===== config.mk =====
export PLATFORM = sky130hd
export DESIGN_NAME = uart_tx_arbiter
export DESIGN_NICKNAME = d
export VERILOG_FILES = /design/src/rtl/uart_tx_arbiter.sv
export SDC_FILE = /design/constraint.sdc
export NUM_CORES = 1
export LEC_CHECK = 0
export CAP_MARGIN = 20
export CELL_PAD_IN_SITES_DETAIL_PLACEMENT = 1
export CELL_PAD_IN_SITES_GLOBAL_PLACEMENT = 2
export CORE_UTILIZATION = 25
export DETAILED_ROUTE_END_ITERATION = 7
export PLACE_DENSITY_LB_ADDON = 0.1
export SYNTH_ARGS = -nofsm -noshare
export SYNTH_HDL_FRONTEND = slang
export SYNTH_SLANG_ARGS = --single-unit

===== constraint.sdc =====
create_clock -name clk -period 4.56 [get_ports clk]
set_input_delay 0.456 -clock clk [delete_from_list [all_inputs] [get_ports clk]]
set_output_delay 0.456 -clock clk [all_outputs]
set_load 0.01 [all_outputs]

===== src/rtl/uart_tx_arbiter.sv =====
// uart_tx_arbiter: round-robin sharing of one UART_TX among NUM_REQ byte producers.
// Define UART_TX_ARB_TIMEOUT_EN to add the start-bit timeout and the sticky err port.
module uart_tx_arbiter #(
  parameter int NUM_REQ     = 4,
  parameter int CLK_FREQ    = 1000000,
  parameter int BAUD_RATE   = 9600,
  parameter int TIMEOUT_CYC = 4 * (CLK_FREQ / BAUD_RATE)
) (
  input  logic                 clk,
  input  logic                 rst,
  input  logic [NUM_REQ-1:0]   req_valid,
  input  logic [8*NUM_REQ-1:0] req_data,
  output logic [NUM_REQ-1:0]   req_ack,
  output logic                 tx_newd,
  output logic [7:0]           tx_data,
  input  logic                 tx_line,
  input  logic                 tx_donetx,
  output logic [2:0]           grant_id,
  output logic                 busy
`ifdef UART_TX_ARB_TIMEOUT_EN
  ,
  output logic                 err
`endif
);
  localparam int IW = (NUM_REQ > 1) ? $clog2(NUM_REQ) : 1;
  typedef enum logic [2:0] {IDLE, ARB, LAUNCH, SEND, ACK} state_t;
  state_t state_q, state_d;
  logic tx_newd_q, tx_newd_d, busy_q, busy_d, line_q, done_q;
  logic [7:0] tx_data_q, tx_data_d;
  logic [NUM_REQ-1:0] req_ack_q, req_ack_d;
  logic [2:0] grant_id_q, grant_id_d;
  logic [IW-1:0] idx, win;
  logic found, fall, rise;
  if (CLK_FREQ / BAUD_RATE < 8 || TIMEOUT_CYC < 1) begin : g_bad_cfg
    $error("uart_tx_arbiter: CLK_FREQ/BAUD_RATE must be at least 8");
  end
`ifdef UART_TX_ARB_TIMEOUT_EN
  localparam int CW = $clog2(TIMEOUT_CYC + 1);
  logic [CW-1:0] cnt_q, cnt_d;
  logic err_q, err_d;
  assign err = err_q;
`endif
  assign fall = line_q & ~tx_line;
  assign rise = ~done_q & tx_donetx;
  // search starts just after the last grant, so the last served requester ranks lowest
  always_comb begin
    idx = '0;
    win = '0;
    found = 1'b0;
    for (int i = 1; i <= NUM_REQ; i++) begin
      idx = IW'((int'(grant_id_q) + i) % NUM_REQ);
      if (!found && req_valid[idx]) begin
        found = 1'b1;
        win = idx;
      end
    end
  end
  always_comb begin
    state_d = state_q;
    tx_newd_d = tx_newd_q;
    tx_data_d = tx_data_q;
    req_ack_d = '0;
    grant_id_d = grant_id_q;
    busy_d = busy_q;
`ifdef UART_TX_ARB_TIMEOUT_EN
    err_d = err_q;
    cnt_d = (state_q == LAUNCH) ? cnt_q + 1'b1 : '0;
`endif
    case (state_q)
      IDLE: state_d = |req_valid ? ARB : IDLE;
      ARB: begin
        state_d = found ? LAUNCH : IDLE;
        tx_data_d = found ? req_data[8*win +: 8] : tx_data_q;
        grant_id_d = found ? 3'(win) : grant_id_q;
        busy_d = found;
        tx_newd_d = found;
      end
      LAUNCH: begin
        if (fall) begin
          tx_newd_d = 1'b0;
          state_d = SEND;
        end
`ifdef UART_TX_ARB_TIMEOUT_EN
        else if (cnt_q == CW'(TIMEOUT_CYC - 1)) begin
          tx_newd_d = 1'b0;
          err_d = 1'b1;
          req_ack_d = NUM_REQ'(1) << grant_id_q;
          busy_d = 1'b0;
          state_d = ACK;
        end
`endif
      end
      SEND: begin
        // donetx stays high for a whole bit period, so only its rising edge counts
        if (rise) begin
          req_ack_d = NUM_REQ'(1) << grant_id_q;
          busy_d = 1'b0;
          state_d = ACK;
        end
      end
      ACK: state_d = IDLE;
      default: state_d = IDLE;
    endcase
  end
  always_ff @(posedge clk or posedge rst) begin
    if (rst) begin
      state_q <= IDLE;
      tx_newd_q <= 1'b0;
      tx_data_q <= '0;
      req_ack_q <= '0;
      grant_id_q <= 3'(NUM_REQ - 1);
      busy_q <= 1'b0;
      line_q <= 1'b1;
      done_q <= 1'b0;
`ifdef UART_TX_ARB_TIMEOUT_EN
      cnt_q <= '0;
      err_q <= 1'b0;
`endif
    end else begin
      state_q <= state_d;
      tx_newd_q <= tx_newd_d;
      tx_data_q <= tx_data_d;
      req_ack_q <= req_ack_d;
      grant_id_q <= grant_id_d;
      busy_q <= busy_d;
      line_q <= tx_line;
      done_q <= tx_donetx;
`ifdef UART_TX_ARB_TIMEOUT_EN
      cnt_q <= cnt_d;
      err_q <= err_d;
`endif
    end
  end
  assign tx_newd = tx_newd_q;
  assign tx_data = tx_data_q;
  assign req_ack = req_ack_q;
  assign grant_id = grant_id_q;
  assign busy = busy_q;
endmodule


==> Word level (Yosys, flattened, before mapping) <==
Cells that the tools add are included.
W data, S select, Z words.
{ "classes": {"eq_ne": 5, "add_sub_neg": 4, "order_cmp": 4, "shift": 2, "n_reduce_logical": 14, "mux": 27, "bitwise_logic": 4} }
{ "op_table": {"columns": ["cell", "n"], "rows": [
  ["$shiftx A32 B6 Y8", 1],
  ["$lt A2 B3 Y1 const B", 4],
  ["$pmux W3 S4", 1],
  ["$mux W1", 11],
  ["$mux W2", 5],
  ["$bmux W1 S2", 4],
  ["$mux W4", 2],
  ["$reduce_and A2 Y1", 4],
  ["$eq A3 B2 Y1 const B", 2],
  ["$mux W3", 2],
  ["$add A2 B1 Y2 const B", 2],
  ["$add A2 B2 Y2 const B", 2],
  ["$ne A2 B2 Y1 const B", 2],
  ["$pmux W1 S2", 2],
  ["$reduce_bool A2 Y1", 2],
  ["$reduce_or A4 Y1", 1],
  ["$shl A1 B2 Y4 const A", 1],
  ["$eq A3 B1 Y1 const B", 1],
  ["$logic_and A1 B1 Y1", 3],
  ["$logic_not A1 Y1", 3],
  ["$logic_not A3 Y1", 1],
  ["$and A1 B1 Y1", 2],
  ["$not A1 Y1", 2]
]} }
{ "word_totals": {"regBits": 21, "in_bits": 40, "wordCells": 68} }

==> Depth between registers and ports, before layout <==
Gate-level depths: netlist of run 1.
{ "logic_depth": {"word_depth": 15, "mapped_depth": 11, "mapped_depth_nobuf": 8} }

==> Worst setup path before layout of run 1 <==
Ideal clock, no wire load.
{ "synth_path": {"kind": "reg2reg", "startpoint": "register grant_id_q[0] (netlist: grant_id[0])", "endpoint": "register tx_data_q[5] (netlist: tx_data[5])", "path_stages_with_launch": 10, "arrival_ns": 3.186, "path_slack_ns": 1.248, "t_required_ns": 4.434, "setup_time_ns": 0.126, "path_buffers": 3, "cell_sequence": "dfstp_2 -> clkbuf_1 -> inv_1 -> ha_1 -> clkbuf_1 -> mux2_2 -> a221oi_4 -> buf_8 -> mux2_1 -> a221o_1"} }
{ "synth_between": {"elab_chain_cells": 14} }
{ "synth_lines": {"columns": ["item", "line_no", "rtl"], "rows": [
  ["start, declared", "31", "logic [2:0] grant_id_q, grant_id_d;"],
  ["start signal, assigned", "111", "grant_id_q <= 3'(NUM_REQ - 1);"],
  ["start signal, assigned", "124", "grant_id_q <= grant_id_d;"],
  ["$add A2 B1 Y2", "51", "idx = IW'((int'(grant_id_q) + i) % NUM_REQ);"],
  ["$bmux W1 S2", "52", "if (!found && req_valid[idx]) begin"],
  ["$mux W1 (not written as such)", "52", null],
  ["$mux W1", "52", null],
  ["$logic_not A1 Y1", "52", null],
  ["$logic_and A1 B1 Y1", "52", null],
  ["$mux W1", "52", null],
  ["$logic_not A1 Y1", "52", null],
  ["$logic_and A1 B1 Y1", "52", null],
  ["$mux W1", "52", null],
  ["$logic_not A1 Y1", "52", null],
  ["$logic_and A1 B1 Y1", "52", null],
  ["$mux W2 or $mux W1 (tied branches)", "52", null],
  ["$shiftx A32 B6 Y8 or $reduce_and A2 Y1 (tied branches)", null, null],
  ["end signal, assigned", "122", "tx_data_q <= tx_data_d;"],
  ["end, declared", "29", "logic [7:0] tx_data_q, tx_data_d;"]
]} }
Several ways; a longest one is shown, not always the timed one. The select of a mux whose other input is x is not followed.
A chain may end at the register's enable or synchronous reset.

==> Worst setup path in the final report of run 1 <==
{ "layout_path": {"startpoint": "register grant_id_q[0] (netlist: grant_id[0])", "endpoint": "register tx_data_q[0] (netlist: tx_data[0])"} }
The elaborated chain is that of the path after synthesis.

==> results of run 1 <==
## worst reg2reg max path: cells and delay by family, from the launching register on
kind | cells | cell delay [ps]
AND/OR/NAND/NOR | 1 | 50
adder cells (fa/ha/maj) | 1 | 560
multiplexers | 2 | 600
buffers and inverters | 2 | 450
flip-flops | 1 | 760
AO/OA/AOI/OAI | 2 | 1110
## where the power goes
part	internal (W)	switching [W]	total [W]
combinational	0.000404	0.000350	0.000754
clock	0.0000610	0.0000666	0.000128
sequential	0.000263	0.0000858	0.000348
## registers in the layout, summed over array words and instances (netlist names)
signal / count
tx_newd: 1
line_q: 1
tx_data: 8
grant_id: 2
done_q: 1
busy: 1
state_q: 3
req_ack: 4
## cell families (layout without fill, tap and decap cells)
kind of cell	Yosys count	after routing
other	1	1
adders and majority gates	4	4
AOI/OAI and AO/OA	32	32
and+or+nand+nor	48	48
muxes	23	23
buffers and inverters	14	64
DFF	21	21
## area by class of cell
class,instances,share of cell area (%)
tap,72,4.33
timing repair buffer,57,27.2
clock buffer,3,1.98
sequential,21,25.4
clock inverter,1,0.240
multi-input combinational,108,40.3
inverter,3,0.541
## per-layer routing
layer	global-route usage, %	vias up	share of wire (%)	wire [um]
met5	0	-	0	0
met2	31.2	38	55	2380
met1	14.9	656	39	1680
met4	3.33	0	0.49	21
met3	3.14	2	4.8	206
li1	-	622	-	-
## layout by cell type, fill, tap and decap left out, types with 5 or more instances in the layout
master / netlist / layout
clkdlybuf4s50_1: 0 / 55
dfrtp_1: 18 / 18
nor2_1: 15 / 15
mux2i_1: 12 / 12
mux2_2: 9 / 9
a221o_1: 8 / 8
nand2_1: 6 / 6
nor2b_1: 5 / 5
## path summary, 6_finish.rpt
| kind | startpoint | end | slack [ps] | cells after the start |
|---|---|---|---|---|
| worst min-delay path | tx_data[3]$_DFFE_PP0P_ | tx_data[3]$_DFFE_PP0P_ | 520 | 1 |
| worst max-delay path | grant_id[0]$_DFFE_PP1P_ | tx_data[0]$_DFFE_PP0P_ | 920 | 8 |
| min in group asynchronous | rst | req_ack[3]$_DFF_PP0_ | 670 | 2 |
| worst max register to register | grant_id[0]$_DFFE_PP1P_ | tx_data[0]$_DFFE_PP0P_ | 920 | 8 |
| max in group asynchronous | rst | tx_data[0]$_DFFE_PP0P_ | 3380 | 2 |
| worst min register to register | tx_data[3]$_DFFE_PP0P_ | tx_data[3]$_DFFE_PP0P_ | 520 | 1 |
## through the flow
| step | hold WS, ps | setup slack (ps) | power (W) |
|---|---|---|---|
| detailed placement | 496 | 881 | 0.00111 |
| floorplan | 430 | 1250 | 0.000869 |
| global placement | 495 | 995 | 0.00109 |
| CTS | 527 | 890 | 0.00125 |
| finish | 523 | 917 | 0.00123 |
| global route | 537 | 630 | 0.00133 |
==> flow_metrics.tcl, run 1 <==
set metrics [dict create \
    p_per_area_nw_per_um2 591 \
    synth_top_family_by_area "compound AO/OA/AOI/OAI gates" \
    drc 0 \
    cp_max_fo 19 \
    clk_pin_slew_ps 80 \
    path_class "reg -> reg" \
    setup_viol 0 \
    stdcell_area_sq_um 2080 \
    drv_slew 0 \
    wl_um 4290 \
    p_leak_nw 0.847 \
    ys_types 40 \
    synth_nets 187 \
    synth.yosys.seq_area_share_pct 36.6 \
    synth_edf_count 0 \
    path_delay_family "compound AO/OA/AOI/OAI gates" \
    synth_mux_area_share_pct 17.7 \
    synth-adder-area-share_pct 3.46 \
    die_area_sq_um 6090 \
    max-cap-violations 0 \
    cp_cell_sequence "inv_1 -> ha_1 -> mux2_2 -> a221oi_4 -> buf_4 -> mux2i_1 -> nor2_1 -> a221o_1" \
    placedCellCount 261 \
    finalHoldViolCount 0 \
    worst_pin_slew_ps 952 \
    vias 1318 \
    num-fill-cells 622 \
    clock-root-buffer "clkbuf_8" \
    ys_warn_count 0 \
    grt_overflow 0 \
    drt_first_pass_iters 4 \
    drt-initial-drc-count 42 \
    synth.avg_cell_area_sq_um 10.1 \
    cp.required_ps 4710 \
    fmax_mhz 274 \
    viasPerCell 4.97 \
    cts_buffer_depth 2 \
    globalplace.congestion 0.711 \
    crit_arrival_ps 3790 \
    grt_first_pass_wirelength_um 7050 \
    wl_per_cell_um 16.2 \
    hold_buffers 0 \
    ir_drop_v 0.000170 \
    synth_compound_area_share_pct 19.1 \
    htree_levels 1 \
    die_x_um 78.0 \
    min_period_ps 3640 \
    drive_above_1_share_pct 11.9 \
    slew_headroom_pct 36.5 \
    synth.most_common_cell "dfrtp_1" \
    synth-async-reset-ratio_pct 100 \
    period_share_pct 79.9 \
    insertedDiodeCount 0 \
    multi_input_area_sq_um 840 \
    ys_ff_latch 21 \
    cts.sinks 21 \
    placed_cell_area_sq_um 2040 \
    antenna_left 0 \
    fp-row-count 27 \
    initial_core_util_pct 26.1 \
    path_buf_inv 2 \
    area_delta_synth_final_pct 44.1 \
    fin_util_pct 37.6 \
    end_kind "flop" \
    regArea_sq_um 529 \
    syn_area_sq_um 1450 \
    netlist_top_cells_count "dfrtp_1 (18), nor2_1 (15), mux2i_1 (12), mux2_2 (9), a221o_1 (8)" \
    outcome "complete, no violations" \
    grt_usage_pct 15.0 \
    antenna_found_initial 0 \
    synth_top_cell_area_share_pct 31.2 \
    cp_slowest_cell "a221oi_4" \
    cts.repair.resized 0 \
    numCtsBuffers 3 \
    synth_top_area_cell "dfrtp_1" \
    synth_xor_area_share_pct 0 \
    port_buffers 55 \
    min_path_type "reg -> reg" \
    grt_start_max_net_pins 22 \
    clk_latency_ps 270 \
    final_cells 265 \
    synthFlopType "dfrtp_1" \
    cts_setup_buffers 0 \
    dp_hpwl_um 3260 \
    core_sq_um 5540 \
    final.setup.tns_ps 0 \
    ioPinCount 57 \
    fin_skew_ps 3.77 \
    fin_nets 238 \
    start_kind "flop" \
    die_y_um 78.0 \
    synth_simple_gate_area_share_pct 17.6 \
    grt_pass1_vias 1507 \
    max_stage_delay_ps 820 \
    cts_tree "done" \
    rsz0062_at_grt "false" \
    syn_inst 143 \
    yosys-top-cells-area "dfrtp_1 (31%), mux2i_1 (8.3%), mux2_2 (7.0%), a221o_1 (5.5%), dfstp_2 (5.5%)" \
]
No activity file was read; power rests on OpenSTA's default activity.
==> inputs of run 2 (changes only) <==
- clock period: 4.56 -> 3.56 ns (I/O delays scaled with it)
==> run 2 against run 1 <==
Against the previous run:
- clock power up 28%
- via count up 1.1%
- first-iteration DRC count up 43%
- sequential share of layout area down 0.74 points
- count of clock-buffer cells in the layout unchanged
- fmax up 23%
- highest routed layer unchanged
- worst hold slack worse by 6.8 ps
- largest cell class unchanged
- combinational power up 39%
- sequential cell count unchanged
- cell area up 3.0%
==> flow_metrics.tcl, run 2 (same netlist as run 1, synthesis figures left out) <==
set metrics [dict create \
    wl_met2_um 2180 \
    antenna_found_initial 0 \
    worst_pin_slew_ps 826 \
    drive_above_1_share_pct 15.4 \
    drv_slew 0 \
    cp_max_fo 12 \
    setup_viol 0 \
    cp_slowest_cell "dfstp_2" \
    clock-root-buffer "clkbuf_8" \
    area_delta_synth_final_pct 48.4 \
    rsz0062_at_grt "false" \
    multi_input_area_sq_um 840 \
    insertedDiodeCount 0 \
    port_buffers 55 \
    cts.sinks 21 \
    wl_per_cell_um 15.2 \
    fin_skew_ps 8.86 \
    crit_top_cell "mux2_2" \
    vias 1332 \
    finalHoldViolCount 0 \
    reg2reg_depth 7 \
    die_y_um 78.0 \
    min_path_type "in -> reg" \
    die_x_um 78.0 \
    cp.required_ps 3710 \
    wl_met1_um 1800 \
    crit_arrival_ps 3110 \
    grt_first_pass_wirelength_um 7030 \
    hold_ws_ps 516 \
    ioPinCount 57 \
    max_stage_delay_ps 530 \
    antenna_left 0 \
    ir_drop_v 0.000291 \
    globalplace.congestion 0.736 \
    dp_hpwl_um 3230 \
    p_int_w 0.000962 \
    hold_buffers 0 \
    drt_first_pass_iters 4 \
    fp-row-count 27 \
    num-fill-cells 634 \
    final.setup.tns_ps 0 \
    p_switching_w 0.000644 \
    min_period_ps 2960 \
    regArea_sq_um 529 \
    cts_buffer_depth 2 \
    cts_setup_buffers 0 \
    core_sq_um 5540 \
    hold-path-cell-count 1 \
    fin_nets 246 \
    p_leak_nw 0.882 \
    grt_start_max_net_pins 22 \
    start_kind "flop" \
    mostFrequentLayoutCell "clkdlybuf4s50_1" \
    switching_share_pct 40.1 \
    highest_layer "met4" \
    grt_overflow 0 \
    outcome "complete, no violations" \
    period_share_pct 83.2 \
    viasPerCell 4.88 \
    path_class "reg -> reg" \
    layout_common_cells "clkdlybuf4s50_1 (55), dfrtp_1 (18), nor2_1 (15), mux2i_1 (12), buf_4 (10)" \
    grt_usage_pct 14.6 \
    fmax_mhz 338 \
    p_per_area_nw_per_um2 749 \
    cts_tree "done" \
    drc 0 \
    slew_headroom_pct 44.9 \
    wl_um 4160 \
    clk_pin_slew_ps 90 \
    htree_levels 1 \
    drt-initial-drc-count 60 \
    numCtsBuffers 3 \
    clockPowerShare_pct 10.2 \
    max-cap-violations 0 \
    p_seq_share_pct 24.4 \
    power_frac_comb_pct 65.4 \
    end_kind "flop" \
    grt_pass1_vias 1475 \
    initial_core_util_pct 26.1 \
    cts.repair.resized 0 \
    cp_cell_sequence "inv_1 -> ha_1 -> mux2_2 -> a221oi_4 -> buf_4 -> mux2_2 -> a221o_1" \
    largest_reg_flops 8 \
    wl_met3_um 170 \
    clk_latency_ps 260 \
    die_area_sq_um 6090 \
]
run 2: final cells by class:
| type | count | area share [%] |
|---|---|---|
| sequential | 21 | 24.7 |
| inverter | 3 | 0.525 |
| timing repair buffer | 65 | 29.2 |
| clock inverter | 1 | 0.350 |
| tap | 72 | 4.20 |
| multi-input combinational | 108 | 39.1 |
| clock buffer | 3 | 1.93 |
run 2: final timing paths:
check                                   startpoint  slack (ps)                endpoint
setup / recovery           grant_id[1]$_DFFE_PP1P_         600  tx_data[7]$_DFFE_PP0P_
hold / removal                             tx_line         520        line_q$_DFF_PP1_
setup reg to reg           grant_id[1]$_DFFE_PP1P_         600  tx_data[7]$_DFFE_PP0P_
hold reg to reg                tx_newd$_DFFE_PP0P_         520     tx_newd$_DFFE_PP0P_
max in group asynchronous                      rst        2490  tx_data[0]$_DFFE_PP0P_
min in group asynchronous                      rst         540        done_q$_DFF_PP0_
run 2: per-layer routing:
metal | GRT usage, % | up-vias
met2 | 28.2 | 32
met1 | 16.7 | 661
met5 | 0 | -
met4 | 2.22 | 0
li1 | - | 637
met3 | 2.67 | 2
run 2: power groups by stage:
stage	clock network, W	registers [W]	logic [W]
after global routing	0.000184	0.000405	0.00115
final	0.000164	0.000391	0.00105
after floorplan	0	0.000426	0.000687
after global placement	0	0.000396	0.00104
after CTS	0.000174	0.000393	0.00107
after detailed placement	0	0.000393	0.00107
run 2: stage by stage:
step,total power [W],cell area (sq um),worst slack [ps],utilization (%),cells
floorplan,0.00111,1450,248,-,143
CTS,0.00163,2140,595,38.7,273
global placement,0.00144,2100,663,37.8,269
finish,0.00161,2140,600,38.7,273
detailed placement,0.00146,2100,597,37.8,269
global route,0.00174,2140,477,38.7,273
run 2: critical path: cells and delay by family, from the launching register on:
family / cells / cell delay, ps
flops: 1 / 530
fa+ha+maj: 1 / 530
compound gates: 2 / 630
buf+inv: 2 / 360
mux: 2 / 780
